--- src/rtl/conv2d_layer_sequencer.sv ---
// conv2d_layer_sequencer: feeds one zero-padded frame from NUM_CH lock-step FIFOs to the conv2D array and counts its outputs
// ports: clk/rst (async active-high); start_i begins a frame; fifo_empty_i/fifo_rdreq_o FIFO handshake;
//        pad_sel_o/pad_data_o/conv_valid_o drive the conv2D inputs; fm_valid_i output pulses from the adder;
//        busy_o while feeding/draining, done_o one-cycle frame-complete pulse, err_o sticky protocol error
module conv2d_layer_sequencer #(
  parameter int DATA_WIDTH = 32,
  parameter int WIDTH      = 56,
  parameter int NUM_CH     = 16,
  parameter int CNT_W      = 16
) (
  input  logic                  clk,
  input  logic                  rst,
  input  logic                  start_i,
  input  logic [NUM_CH-1:0]     fifo_empty_i,
  output logic                  fifo_rdreq_o,
  output logic                  pad_sel_o,
  output logic [DATA_WIDTH-1:0] pad_data_o,
  output logic                  conv_valid_o,
  input  logic                  fm_valid_i,
  output logic                  busy_o,
  output logic                  done_o,
  output logic                  err_o
);
  typedef enum logic [1:0] {IDLE, FEED, DRAIN, DONE} state_t;
  localparam logic [CNT_W-1:0] LAST = CNT_W'(WIDTH + 1);
  localparam logic [CNT_W-1:0] NOUT = CNT_W'(WIDTH * WIDTH);
  state_t           state_q;
  logic [CNT_W-1:0] row_q, col_q, ocnt_q;
  logic             err_q;
  logic             feed, border, all_rdy, adv, last_beat, fm_cnt, fm_last, fm_err;
  always_comb begin
    feed      = state_q == FEED;
    border    = row_q == '0 || row_q == LAST || col_q == '0 || col_q == LAST;
    all_rdy   = ~|fifo_empty_i;
    adv       = feed && (border || all_rdy);
    last_beat = adv && row_q == LAST && col_q == LAST;
    fm_cnt    = fm_valid_i && (feed || state_q == DRAIN) && ocnt_q != NOUT;
    fm_last   = fm_cnt && ocnt_q == NOUT - 1'b1;
    // anything not countable is a protocol error: IDLE, DONE or beyond the frame
    fm_err    = fm_valid_i && !fm_cnt;
  end
  assign conv_valid_o = adv;
  assign pad_sel_o    = adv && border;
  assign fifo_rdreq_o = adv && !border;
  assign pad_data_o   = '0;
  assign busy_o       = feed || state_q == DRAIN;
  assign done_o       = state_q == DONE;
  assign err_o        = err_q;
  always_ff @(posedge clk or posedge rst) begin
    if (rst) begin
      state_q <= IDLE;
      row_q   <= '0;
      col_q   <= '0;
      ocnt_q  <= '0;
      err_q   <= 1'b0;
    end else begin
      if (fm_cnt) ocnt_q <= ocnt_q + 1'b1;
      if (fm_err) err_q <= 1'b1;
      if (adv) begin
        col_q <= (col_q == LAST) ? '0 : col_q + 1'b1;
        if (col_q == LAST) row_q <= (row_q == LAST) ? '0 : row_q + 1'b1;
      end
      case (state_q)
        IDLE: if (start_i) begin
          state_q <= FEED;
          row_q   <= '0;
          col_q   <= '0;
          ocnt_q  <= '0;
          err_q   <= 1'b0;
        end
        // outputs that all arrive before the last feed beat are held until that beat
        FEED:    if (last_beat) state_q <= (fm_last || ocnt_q == NOUT) ? DONE : DRAIN;
        DRAIN:   if (fm_last) state_q <= DONE;
        DONE:    state_q <= IDLE;
        default: state_q <= IDLE;
      endcase
    end
  end
endmodule
--- config.mk ---
export PLATFORM = sky130hd
export DESIGN_NAME = conv2d_layer_sequencer
export DESIGN_NICKNAME = d
export VERILOG_FILES = /design/src/rtl/conv2d_layer_sequencer.sv
export SDC_FILE = /design/constraint.sdc
export NUM_CORES = 1
export LEC_CHECK = 0
export ABC_AREA = 1
export BUFFER_PORTS_ARGS = -buffer_cell sky130_fd_sc_hd__buf_2
export CAP_MARGIN = 25
export CORE_ASPECT_RATIO = 1.4
export CORE_MARGIN = 3
export CORE_UTILIZATION = 50
export CTS_CLUSTER_SIZE = 25
export DETAILED_ROUTE_END_ITERATION = 8
export PLACE_DENSITY = 0.72
export SYNTH_ARGS = -nofsm -noshare
export SYNTH_HDL_FRONTEND = slang
export SYNTH_SLANG_ARGS = --single-unit
--- constraint.sdc ---
create_clock -name clk -period 4.75 [get_ports clk]
set_input_delay 0.475 -clock clk [delete_from_list [all_inputs] [get_ports clk]]
set_output_delay 0.475 -clock clk [all_outputs]
set_load 0.01 [all_outputs]
==> results.toml, run 1 <==
[critical_path]
r2r-end = "col_q[8]$_DFF_PP0_"
cp_data_required_time_ns = 4.28
crit_path_top_delay_cell = "nand3_1"
ff2ff_setup_slack_ns = 2.16
startpoint_type = "flip-flop"
crit_chain = "inv_1, ha_1, inv_2, nor2_1, nand3_1, nand2_4, buf_2"
reg2reg_depth = 9
worstPathArrival_ns = 2.78
crit_type = "reg -> out"
cp_max_fo = 22
cp-end-kind = "output pin"
cpPeakStageDelay_ns = 0.53
r2r-start = "state_q[1]$_DFFE_PP0P_"

[yosys]
synth-seq-area-share_pct = 32.2
syn_area_per_cell_um2 = 7.17
synth_edf_count = 0
postSynthCellCount = 552
yosys-top-cells-count = "99 x nand2_1, 70 x nor2_1, 63 x inv_1"
netlist.area_leader.share_pct = 32.2
syn_area_um2 = 3960
synth_cell_types = 39
synthFlopType = "dfrtp_1"
synth_seq_cells = 51
ys_warn_count = 0
ys_async_sr_fraction_pct = 100
yosysMostFrequentCell = "nand2_1"
synth_area_leaders = "dfrtp_1 32%, nand2_1 9.4%, nand3_1 6.8%, nor2_1 6.6%, buf_4 6.3%"
yosysTopAreaCell = "dfrtp_1"

[timing]
min_period_ns = 3.26
finalCritPeriodShare_pct = 68.6
rsz0062_at_grt = "no"
max_slew_margin_pct = 50.5
fmax_mhz = 307
slew_viol_final = 0
worst_pin_slew_ns = 0.740
hold_viol_final = 0
tns_ns = 0
setup_viol = 0
fin_skew_ns = 0.0136

[clocking]
cts-htree-levels = 2
ctsHoldBuffers = 0
cts_resized = 0
cts_tree = "done"
cts_root_buf = "clkbuf_8"
numCtsBuffers = 5
clockBufferDepth = 2
insertion_delay_ns = 0.32
path_clk_slew_ns = 0.09
cts_sinks = 51
postCtsSetupBuffers = 0

[grt]
grt_pass1_wl_mm = 14.3
overflow = 0
grt_usage_pct = 19.6
gr-max-usage-layer = "met2"
first_global_vias = 3272
grtUsageMet1_pct = 23.3
antenna_found_initial = 0
use_met3_pct = 2.93
grt_use_met2_pct = 34.9
grt_max_degree = 41

[die]
fp-row-count = 37
start_util_pct = 52.5
die_w_um = 81.2
pin_count = 58
die-area_um2 = 9040
die_h_um = 111
core_area_um2 = 7550

[placed_design]
dp.cells = 663
dp_hpwl_mm = 6.36
portBuffers = 25
place_congestion = 0.872

[detailed_routing]
drt_iter0_markers = 249
wl_per_cell_um = 12.6
drc = 0
postRouteAntennaNets = 0
viasPerCell = 5.15
dr.pass1.iters = 4
vias = 3454
finalWirelength_mm = 8.45

[pwr]
p_per_area_nw_per_um2 = 281
p_leak_uw = 0.00209
ir_drop_uv = 235
totalPowerFinal_uw = 1160

[worst_hold_path]
hold_path.class = "in -> async"

[job]
maxCapViolCount = 0

[layout]
area_growth_pct = 4.68
drive_gt1_share_pct = 13.4
nets = 606
antenna_cells = 0
layout.cells.non_filler = 671

[run_status]
status = "completed"
==> worst max-delay path by stage <==
stage / from / end
4_1_cts: state_q[1]$_DFFE_PP0P_ / conv_valid_o
3_3_place_gp: state_q[1]$_DFFE_PP0P_ / conv_valid_o
5_1_grt: state_q[1]$_DFFE_PP0P_ / conv_valid_o
3_5_place_dp: state_q[1]$_DFFE_PP0P_ / conv_valid_o
6_report: state_q[1]$_DFFE_PP0P_ / conv_valid_o
2_1_floorplan: state_q[1]$_DFFE_PP0P_ / fifo_rdreq_o
==> layout make-up <==
cell class / count / area (µm²)
multi-input combinational: 417 / 2210
inverter: 72 / 275
fill: 723 / 3400
sequential: 51 / 1280
clock inverter: 2 / 38.8
clock buffer: 6 / 82.6
tap: 97 / 121
timing repair buffer: 26 / 145
==> through the flow <==
stage	instance area, µm²	setup slack (ns)	util, %	hold WS (ns)
floorplan	4080	2.61	-	0.456
global placement	4000	1.95	53.1	0.481
detailed placement	4020	1.83	53.3	0.430
CTS	4150	1.48	54.9	0.0859
global route	4150	1.26	54.9	0.0854
finish	4150	1.49	54.9	0.0841
==> cell families (layout without fill, tap and decap cells) <==
logic type	count (synthesis)	in the layout	share of synthesized area, %
XOR/XNOR	18	18	3.98
flip-flops	51	51	32.2
other	1	32	0.0947
buffers and inverters	115	106	15.0
adder cells (fa/ha/maj)	13	13	4.11
AND/OR/NAND/NOR	285	285	34.0
AO/OA/AOI/OAI	69	69	10.6
==> worst max-delay path: cells and delay by family, from the launching register on <==
family | cells | cell delay (ns)
simple gates | 3 | 1.16
buf+inv | 3 | 0.49
flops | 1 | 0.43
fa+ha+maj | 1 | 0.38
==> cell usage in the layout (no fill, tap or decap), types with 3 or more instances in the layout <==
cell	instances
ha_1	13
a2bb2oi_1	9
o21ai_1	7
a21oi_2	6
nor2_1	70
nor4_1	3
a211oi_1	3
nor2_4	4
dfrtp_1	51
o21ai_0	12
a31oi_1	3
nor3_1	18
nand3_2	4
nand2_4	5
nand2_2	10
xor2_1	15
nand2_1	99
conb_1	32
nand3_1	54
a21oi_1	27
inv_2	6
nand4_1	9
clkbuf_8	6
inv_1	62
buf_2	25
xnor2_1	3
==> registers in the layout (all words and copies together) (netlist names) <==
name	flops
col_q	16
ocnt_q	16
row_q	16
state_q	2
err_o	1
==> power breakdown <==
group | switching, µW | internal, µW
Clock | 162 | 174
Combinational | 184 | 98.5
Sequential | 58.8 | 486
Total | 405 | 758
==> routing by layer <==
layer  up-vias  routed length, µm
met1      1587               3470
met2        93               4430
met3        14                402
met5         -                  0
li1       1760                  -
met4         0                144
Note: power is estimated with default switching activity, not from simulation.
==> run 2, diff against run 1 <==
- PLACE_DENSITY: 0.72 -> 0.75
- clock period: 4.75 -> 2.9 ns (I/O delays scaled with it)
==> results.toml, run 2 (synthesis gave the netlist of run 1 again) <==
[clocking]
cts-htree-levels = 2
postCtsSetupBuffers = 0
cts_sinks = 51
path_clk_slew_ns = 0.09
clockBufferDepth = 2
numCtsBuffers = 5
cts_resized = 0
ctsHoldBuffers = 1
insertion_delay_ns = 0.32
cts_root_buf = "clkbuf_8"
cts_tree = "done"

[layout]
drive_gt1_share_pct = 13.5
area_growth_pct = 4.33
final_cell_mix = "99 x nand2_1, 70 x nor2_1, 62 x inv_1, 54 x nand3_1, 51 x dfrtp_1"
nets = 609
final_common_cell = "nand2_1"
reg_top3 = "col_q: 16 flops, ocnt_q: 16 flops, row_q: 16 flops"
antenna_cells = 0
layout.cells.non_filler = 674

[placed_design]
place_congestion = 0.989
portBuffers = 25
dp.cells = 665
pre_cts_slack_ns = 0.904
dp_hpwl_mm = 6.46

[timing]
min_period_ns = 2.33
fin_skew_ns = 0.0189
slew_viol_final = 0
max_slew_margin_pct = 63.1
hold_viol_final = 0
setup_ws_ns = 0.569
worst_pin_slew_ns = 0.552
setup_viol = 0
finalCritPeriodShare_pct = 80.4
fmax_mhz = 429
tns_ns = 0
rsz0062_at_grt = "no"

[critical_path]
cp-end-kind = "output pin"
startpoint_type = "flip-flop"
crit_type = "reg -> out"
cp_max_fo = 22
cp_data_required_time_ns = 2.61
worstPathArrival_ns = 2.04

[pwr]
p_per_area_nw_per_um2 = 433
power_frac_comb_pct = 25.6
ir_drop_uv = 325
clockPowerShare_pct = 24.6
power_frac_seq_pct = 49.8
p_int_uw = 1150
p_leak_uw = 0.00208
power_switching_uw = 638
swShare_pct = 35.6

[die]
core_area_um2 = 7550
die-area_um2 = 9040
die_w_um = 81.2
pin_count = 58
fp-row-count = 37
die_h_um = 111
start_util_pct = 52.5

[detailed_routing]
dr.pass1.iters = 7
postRouteAntennaNets = 0
wl_per_cell_um = 12.5
drc = 0
finalWirelength_mm = 8.43
vias = 3510
drt_iter0_markers = 220
viasPerCell = 5.21

[grt]
overflow = 0
grt_pass1_wl_mm = 14.2
first_global_vias = 3240
grt_usage_pct = 19.3
grtUsageMet1_pct = 23.2
grt_use_met2_pct = 33.9
gr-max-usage-layer = "met2"
antenna_found_initial = 0
use_met3_pct = 2.52
grt_max_degree = 31

[worst_hold_path]
hold_path.class = "in -> reg"

[run_status]
status = "completed"

[job]
maxCapViolCount = 0
## run 2: cell types whose count changed in the layout (fill, tap and decap cells not counted)
cell	previous run	this run
buf_12	1	0
inv_6	1	0
dlygate4sd3_1	0	1
buf_4	0	3
clkinv_4	0	1
clkbuf_1	0	1
bufinv_16	1	0
## run 2: metal layers
| layer | vias up | routed length (µm) |
|---|---|---|
| met4 | 0 | 225 |
| li1 | 1763 | - |
| met2 | 105 | 4350 |
| met3 | 18 | 357 |
| met1 | 1624 | 3500 |
| met5 | - | 0 |
## run 2: area by class of cell
cell class              count  area [µm²]
clock inverters             1        8.76
multi-input cells         417        2210
clock buffers               7        86.3
repair buffers             29         158
flip-flops and latches     51        1280
well taps                  97         121
fillers                   709        3410
inverters                  72         275
## run 2: worst paths after layout
kind	slack, ns	from	endpoint	depth (start not counted)
max	0.57	row_q[4]$_DFF_PP0_	conv_valid_o	9
min	0.25	fm_valid_i	err_o$_DFF_PP0_	3
max reg2reg	0.86	state_q[0]$_DFFE_PP0P_	ocnt_q[7]$_DFF_PP0_	10
min reg2reg	0.50	ocnt_q[6]$_DFF_PP0_	ocnt_q[6]$_DFF_PP0_	1
max in group asynchronous	1.61	rst	ocnt_q[3]$_DFF_PP0_	4
min in group asynchronous	0.52	rst	col_q[12]$_DFF_PP0_	3
## run 2: per-stage QoR
step | hold slack, ns | utilization [%] | area [µm²] | power (µW)
after floorplan | 0.444 | - | 4080 | 1280
after global placement | 0.335 | 53.4 | 4030 | 1350
after detailed placement | 0.339 | 53.4 | 4030 | 1350
after CTS | 0.245 | 54.8 | 4130 | 1800
after global routing | 0.277 | 54.8 | 4130 | 1920
final | 0.255 | 54.8 | 4130 | 1790
## run 2: power by group through the flow
stage	combinational, µW	sequential (µW)	clock (µW)
floorplan	394	883	0
global placement	445	902	0
detailed placement	452	902	0
CTS	454	890	457
global route	529	907	479
finish	458	892	441
## run 2: critical path, stage by stage, from the launching register on
cell and delay (ns):
dfrtp_1 0.51, nand2_1 0.17, nor2_1 0.13, nand2_1 0.07
nand2_1 0.07, nand2_1 0.06, nand2_2 0.10, nand2_4 0.14
nand2_4 0.28, buf_2 0.19
==> run 3, diff against run 2 <==
- clock period: 2.9 -> 2.14 ns (I/O delays scaled with it)
==> results.toml, run 3 (synthesis gave the netlist of run 1 again) <==
[placed_design]
dp.cells = 670
pre_cts_slack_ns = 0.208
dp_hpwl_mm = 6.57
place_congestion = 0.913
portBuffers = 25

[critical_path]
r2r-end = "col_q[5]$_DFF_PP0_"
worst_path_dominant_cell_family = "simple AND/OR/NAND/NOR gates"
cp_data_required_time_ns = 1.93
r2r-start = "col_q[1]$_DFF_PP0_"
crit_chain = "inv_1, ha_1, nand3_1, nor2_4, o21ai_2, nand2_2, nand2_4, buf_12, inv_1, buf_2"
crit_path_top_delay_cell = "dfrtp_1"
cpPeakStageDelay_ns = 0.42
crit_buf_inv = 4
startpoint_type = "flip-flop"
cp-end-kind = "output pin"
cp-endpoint = "pad_sel_o"
crit_path_frequent_cell = "inv_1"
reg2reg_depth = 12
crit_type = "reg -> out"
cp.depth = 10
startpoint = "col_q[1]$_DFF_PP0_"
worstPathArrival_ns = 1.81
ff2ff_setup_slack_ns = 0.22
cp_max_fo = 4

[layout]
multi_input_area_um2 = 2240
layout.cells.non_filler = 688
final-seq-area_um2 = 1280
area_growth_pct = 8.31
final_cell_mix = "99 x nand2_1, 69 x nor2_1, 61 x inv_1, 53 x nand3_1, 50 x dfrtp_1"
nets = 623
reg_top3 = "col_q: 16 flops, ocnt_q: 16 flops, row_q: 16 flops"
antenna_cells = 0
fillerInstances = 745
final_common_cell = "nand2_1"
drive_gt1_share_pct = 16.4

[die]
die_h_um = 111
fp-row-count = 37
die_w_um = 81.2
core_area_um2 = 7550
start_util_pct = 52.5
pin_count = 58
die-area_um2 = 9040

[clocking]
path_clk_slew_ns = 0.10
insertion_delay_ns = 0.31
numCtsBuffers = 5
cts_tree = "done"
clockBufferDepth = 2
cts-htree-levels = 2
cts_sinks = 51
cts_root_buf = "clkbuf_8"

[timing]
finalCritPeriodShare_pct = 94.5
setup_viol = 0
setup_ws_ns = 0.119
rsz0062_at_grt = "no"
fmax_mhz = 495
fin_skew_ns = 0.0114
hold_viol_final = 0
min_period_ns = 2.02
slew_viol_final = 0
tns_ns = 0

[detailed_routing]
dr.pass1.iters = 4
wl_per_cell_um = 12.6
finalWirelength_mm = 8.69
drc = 0
postRouteAntennaNets = 0
viasPerCell = 5.07
drt_iter0_markers = 170
vias = 3491

[worst_hold_path]
hold_path.class = "in -> reg"

[grt]
grt_usage_pct = 19.3
overflow = 0
grt_pass1_wl_mm = 14.2
use_met3_pct = 3.17
grt_use_met2_pct = 34.4
grtUsageMet1_pct = 22.7
gr-max-usage-layer = "met2"
antenna_found_initial = 0
first_global_vias = 3223
grt_max_degree = 23

[pwr]
ir_drop_uv = 627
p_leak_uw = 0.00216
p_per_area_nw_per_um2 = 575

[job]
maxCapViolCount = 0

[run_status]
status = "completed"
-- run 3: final cells by class --
class | count | share of cell area (%)
Clock buffer | 7 | 2.25
Tap cell | 97 | 2.83
Clock inverter | 1 | 0.175
Inverter | 72 | 6.48
Multi-Input combinational cell | 418 | 52.2
Sequential cell | 51 | 29.8
Timing Repair Buffer | 42 | 6.24
-- run 3: worst min-delay path by stage --
stage	startpoint	endpoint	slack (ns)	depth (start not counted)
after floorplan	fm_valid_i	err_o$_DFF_PP0_	0.37	2
after global placement	rst	ocnt_q[9]$_DFF_PP0_	0.18	2
after detailed placement	rst	ocnt_q[9]$_DFF_PP0_	0.19	2
final	fm_valid_i	err_o$_DFF_PP0_	0.19	3
after global routing	fm_valid_i	err_o$_DFF_PP0_	0.20	3
after CTS	fm_valid_i	err_o$_DFF_PP0_	0.17	3
-- run 3: repair_timing --
item	4_1_cts	5_1_grt
endpoints found under the setup margin	1	6
hold buffers	1	0
buffers inserted	0	8
cloned	0	1
resized for setup	2	8
hold endpoints to repair	13	0
pin swaps	1	3
-- run 3: power by group --
group          leakage (µW)  internal (µW)  total (µW)  switching [µW]
clock             0.0000505            295         627             332
combinational       0.00147            227         629             401
sequential         0.000638           1080        1210             134
-- run 3: tightest hold or removal path, delay by kind of cell --
family / cells / cell delay (ns)
buffers and inverters: 1 / 0.09
and+or+nand+nor: 1 / 0.08
AOI/OAI and AO/OA: 1 / 0.06
-- run 3: per-layer routing --
metal,part of all wire [%],vias up,wire length (µm)
met1,43,1596,3720
met5,0,-,0
li1,-,1797,-
met4,2.0,0,170
met2,51,81,4440
met3,4.1,17,359
-- run 3: through the flow --
stage               hold slack (ns)  area, µm²  utilization [%]  power (µW)
CTS                           0.171       4190             55.5        2480
global route                  0.205       4290             56.8        2660
finish                        0.186       4290             56.8        2470
global placement              0.181       4060             53.9        1830
detailed placement            0.185       4060             53.9        1840
floorplan                     0.368       4080                -        1730
